**config.mk**
```make
export PLATFORM = sky130hd
export DESIGN_NAME = msg_sender
export DESIGN_NICKNAME = d
export VERILOG_FILES = /design/src/rtl/msg_sender.sv
export SDC_FILE = /design/constraint.sdc
export NUM_CORES = 1
export LEC_CHECK = 0
export BUFFER_PORTS_ARGS = -buffer_cell sky130_fd_sc_hd__buf_2
export CAP_MARGIN = 20
export CELL_PAD_IN_SITES_DETAIL_PLACEMENT = 1
export CELL_PAD_IN_SITES_GLOBAL_PLACEMENT = 1
export CORE_ASPECT_RATIO = 1.1
export CORE_MARGIN = 1.5
export CORE_UTILIZATION = 45
export DETAILED_ROUTE_END_ITERATION = 10
export PLACE_DENSITY_LB_ADDON = 0.1
export SYNTH_ARGS = -nofsm -noshare
export SYNTH_HDL_FRONTEND = slang
export SYNTH_SLANG_ARGS = --single-unit
```
**constraint.sdc**
```tcl
create_clock -name clk -period 2.9 [get_ports clk]
set_input_delay 0.435 -clock clk [delete_from_list [all_inputs] [get_ports clk]]
set_output_delay 0.435 -clock clk [all_outputs]
set_load 0.05 [all_outputs]
```
**src/rtl/msg_sender.sv**
```systemverilog
// Transmit side of the count/msg_rdy link: sends a latched message one word per
// count_out strobe, then waits for the receiver's msg_rdy or times out.
module msg_sender #(
    parameter int WORD_W    = 8,
    parameter int MSG_WORDS = 3,
    parameter int GAP_CYC   = 1,
    parameter int ACK_TO    = 16
) (
    input  logic                        clk,
    input  logic                        rst,
    input  logic                        start,
    input  logic [MSG_WORDS*WORD_W-1:0] msg_in,
    input  logic                        msg_rdy,
    output logic [WORD_W-1:0]           word_out,
    output logic                        count_out,
    output logic                        rx_clr,
    output logic                        busy,
    output logic                        done,
    output logic                        err
);

    localparam int IDX_W = (MSG_WORDS > 1) ? $clog2(MSG_WORDS) : 1;
    localparam int GAP_W = $clog2(GAP_CYC + 1);
    localparam int TO_W  = $clog2(ACK_TO + 1);

    localparam logic [IDX_W-1:0] IDX_LAST = IDX_W'(MSG_WORDS - 1);
    localparam logic [GAP_W-1:0] GAP_LAST = GAP_W'(GAP_CYC - 1);
    localparam logic [TO_W-1:0]  TO_LAST  = TO_W'(ACK_TO - 1);

    typedef enum logic [2:0] {
        S_IDLE, S_CLR, S_SETUP, S_STROBE, S_GAP, S_WAIT, S_DONE, S_ERR
    } state_t;

    state_t                      r_state;
    logic [MSG_WORDS*WORD_W-1:0] r_msg;
    logic [IDX_W-1:0]            r_idx;
    logic [GAP_W-1:0]            r_gap;
    logic [TO_W-1:0]             r_to;
    logic                        r_sync1, r_sync2;
    logic [WORD_W-1:0]           r_word;
    logic                        r_count, r_rx_clr, r_busy, r_done, r_err;

    // Outputs are registered alongside the state they belong to, so each
    // output reflects the current state with no combinational decode.
    always_ff @(posedge clk or posedge rst) begin
        if (rst) begin
            r_state  <= S_IDLE;
            r_msg    <= '0;
            r_idx    <= '0;
            r_gap    <= '0;
            r_to     <= '0;
            r_sync1  <= 1'b0;
            r_sync2  <= 1'b0;
            r_word   <= '0;
            r_count  <= 1'b0;
            r_rx_clr <= 1'b0;
            r_busy   <= 1'b0;
            r_done   <= 1'b0;
            r_err    <= 1'b0;
        end else begin
            r_sync1  <= msg_rdy;
            r_sync2  <= r_sync1;
            r_count  <= 1'b0;
            r_rx_clr <= 1'b0;
            r_done   <= 1'b0;
            case (r_state)
                S_IDLE: if (start) begin
                    r_msg    <= msg_in;
                    r_idx    <= '0;
                    r_busy   <= 1'b1;
                    r_err    <= 1'b0;
                    r_rx_clr <= 1'b1;
                    r_state  <= S_CLR;
                end
                // The message register shifts down so word 0 is always at the bottom.
                S_CLR: begin
                    r_word  <= r_msg[WORD_W-1:0];
                    r_msg   <= r_msg >> WORD_W;
                    r_state <= S_SETUP;
                end
                S_SETUP: begin
                    r_count <= 1'b1;
                    r_state <= S_STROBE;
                end
                S_STROBE: begin
                    r_gap   <= '0;
                    r_state <= S_GAP;
                end
                S_GAP: begin
                    if (r_gap == GAP_LAST) begin
                        if (r_idx == IDX_LAST) begin
                            r_to    <= '0;
                            r_state <= S_WAIT;
                        end else begin
                            r_idx   <= r_idx + 1'b1;
                            r_word  <= r_msg[WORD_W-1:0];
                            r_msg   <= r_msg >> WORD_W;
                            r_state <= S_SETUP;
                        end
                    end else begin
                        r_gap <= r_gap + 1'b1;
                    end
                end
                // Ack is checked before the timeout so a late ack still wins.
                S_WAIT: begin
                    if (r_sync2) begin
                        r_done  <= 1'b1;
                        r_state <= S_DONE;
                    end else if (r_to == TO_LAST) begin
                        r_err    <= 1'b1;
                        r_rx_clr <= 1'b1;
                        r_state  <= S_ERR;
                    end else begin
                        r_to <= r_to + 1'b1;
                    end
                end
                S_DONE: begin
                    r_busy  <= 1'b0;
                    r_state <= S_IDLE;
                end
                S_ERR: begin
                    r_busy  <= 1'b0;
                    r_state <= S_IDLE;
                end
                default: r_state <= S_IDLE;
            endcase
        end
    end

    assign word_out  = r_word;
    assign count_out = r_count;
    assign rx_clr    = r_rx_clr;
    assign busy      = r_busy;
    assign done      = r_done;
    assign err       = r_err;

endmodule

```
==> summary.md <==
| Metric | Value |
|---|---|
| GRT met3 Usage | `4.49%` |
| PwrDens | `1300 nW/um^2` |
| Core Area | `5000 sq um` |
| Distinct cells, synth | `39` |
| Status | `completed` |
| Final Hold Vio Count | `0` |
| Seq/Total Area, Yosys | `52.7%` |
| Largest net degree at the start of global routing | `50` |
| Via count | `1739` |
| Min Clock Period, post-route | `2.13 ns` |
| Synth Area in Adders | `2.15%` |
| CTS Buf Count | `5` |
| Commonest non-fill, non-tap cell in the layout | `dfrtp_1` |
| Setup TNS | `0 ns` |
| Post-Synthesis Cells | `200` |
| Peak VDD IR | `0.582 mV` |
| Post-CTS Setup Inserts | `0` |
| Hold/Removal Path Class | `in2async` |
| Critical Path Source Type | `register` |
| Met2 Use GR | `35.5%` |
| Kind of critical path | `reg2reg` |
| # IOs | `41` |
| Fraction of layout cells with a size suffix above 1 | `29.4%` |
| Deepest clock path buffer count | `2` |
| Simple-Gate Fraction of Synth Area | `6.34%` |
| Critical path required time | `3.08 ns` |
| Slew Limit Fails | `0` |
| CP Max Fanout | `20` |
| WL per Instance | `18.2 um` |
| Mux share of post-synthesis cell area | `5.81%` |
| Post-CTS resize count | `0` |
| Final setup fails | `0` |
| Layout Nets | `266` |
| EDFF count, synth | `0` |
| Commonest cells after routing, fill and taps aside | `dfrtp_1, buf_2, o21ai_0` |
| Syn_area_per_cell | `11.6 sq um` |
| Compound-Gate Fraction of Synth Area | `26.6%` |
| Reg clk slew, reported paths | `0.09 ns` |
| Total global-route track usage | `20.6%` |
| Cell Area, Synth | `2330 sq um` |
| Syn_nets | `232` |
| Chip height | `78.4 um` |
| Die area | `5610 sq um` |
| Hpwl dp | `3.63 mm` |
| Critical path startpoint | `r_idx[0]` |
| Final Cell Area | `2680 sq um` |
| Reg2reg start | `r_idx[0]` |
| Clock Skew | `0.00801 ns` |
| Clock root cell | `clkbuf_8` |
| DRC | `0` |
| CP Capture Type | `register` |
| Initial antenna violation count | `0` |
| Number of port buffers | `40` |
| Gr busiest metal | `met2` |
| Clk_lat worst skew | `0.30 ns` |
| Largest family of logic cells by synthesized area | `compound AO/OA/AOI/OAI gates` |
| Average vias per placed instance | `5.94` |
| First-pass GRT wire length | `8.91 mm` |
| RePlAce Congestion | `0.806` |
| CTS Hold Buffers Added | `0` |
| Post-synth ARST share | `100%` |
| CTS tree | `yes` |
| M1 GR Usage | `25.4%` |
| Yosys reg bits | `49` |
| Max cap viols | `0` |
| Tot Pwr | `3500 uW` |
| Ys Warns | `0` |
| Starting Density | `46.5%` |
| Initial DRC count | `80` |
| Post-synthesis xor/xnor area fraction | `0.753%` |
| Htree depth | `2` |
| Final period utilization | `73.5%` |
| Ant. Diodes | `0` |
| Vias in the first global route | `1834` |
| RSZ-0062 raised after global routing | `false` |
| Placed cell areas | `2530 sq um` |
| # rows | `27` |
| Fmax achieved | `469 MHz` |
| Worst Tran Pin Value | `0.763 ns` |
| Top_reg_cell synth | `dfrtp_1` |
| Slew margin rel. | `49.1%` |
| Detailed-router iteration count before antenna repair | `4` |
| Routed Wire Length | `5.32 mm` |
| DIE WIDTH | `71.6 um` |
| Area grow syn2layout | `15.3%` |
| Leak pwr | `0.00120 uW` |
| WP data arrival | `2.31 ns` |
| CTS sink cnt | `49` |
| DRT antenna net count | `0` |
| Gr ovfl total | `0` |
[cell usage after synthesis (4+ instances only)]
| library cell | number | area share, % |
|---|---|---|
| a221oi_1 | 16 | 6.0 |
| a22o_1 | 11 | 4.1 |
| a2bb2oi_1 | 16 | 6.0 |
| clkbuf_1 | 9 | 1.5 |
| dfrtp_1 | 49 | 53 |
| ha_1 | 4 | 2.2 |
| inv_1 | 10 | 1.6 |
| mux2_2 | 11 | 5.3 |
| nor2_1 | 6 | 0.97 |
| o21ai_0 | 23 | 4.9 |
[layer usage]
| metal | vias up | share of wire (%) |
|---|---|---|
| li1 | 825 | - |
| met1 | 879 | 43 |
| met2 | 28 | 52 |
| met3 | 7 | 3.0 |
| met4 | 0 | 1.3 |
| met5 | - | 0 |
[cell families after synthesis]
kind of cell               count (synthesis)
xor gates and xnor gates                   2
DFF                                       49
muxes                                     12
buffers and inverters                     27
and+or+nand+nor                           25
adders and majority gates                  4
AOI/OAI and AO/OA                         81
[critical path, stage by stage, from the launching register on]
cell and delay (ns):
dfrtp_1 0.40, inv_1 0.06, ha_1 0.31, or3b_4 0.55, a21oi_4 0.32, mux2_2 0.38
[stage by stage]
step	hold slack (ns)	cells	util (%)	setup WS, ns
final	0.123	293	53.7	0.769
after global routing	0.147	293	53.7	0.662
after CTS	0.221	292	53.3	0.761
after detailed placement	0.346	284	50.6	0.788
after global placement	0.334	284	50.6	0.850
after floorplan	0.331	200	-	0.923
[power breakdown]
group / internal [uW] / leakage, uW / switching (uW)
clock network: 342 / 0.0000681 / 220
registers: 974 / 0.000593 / 248
logic: 692 / 0.000539 / 1020
total: 2010 / 0.00120 / 1490
[final timing paths]
check                               to  slack [ns]  cells past startpoint
hold / removal             word_out[3]        0.12                      2
hold reg to reg                r_sync2        0.36                      0
max in group asynchronous    r_msg[20]        2.27                      3
setup / recovery           word_out[2]        0.77                      5
setup reg to reg           word_out[2]        0.77                      5
min in group clk               r_sync1        0.24                      1
[registers in the layout, summed over array words and instances, names as in the netlist]
register,flops
count_out,1
word_out,8
r_state,3
r_to,5
r_idx,2
err,1
busy,1
r_sync1,1
r_sync2,1
r_msg,24
rx_clr,1
done,1
[final cells by class]
cell class / instances / area, sq um
inverter: 10 / 37.5
multi-input combinational: 124 / 970
timing repair buffer: 44 / 243
fill: 553 / 2320
clock buffer: 5 / 68.8
clock inverter: 3 / 65.1
tap: 58 / 72.6
sequential: 49 / 1230
Note: power is estimated with default switching activity, not from simulation.
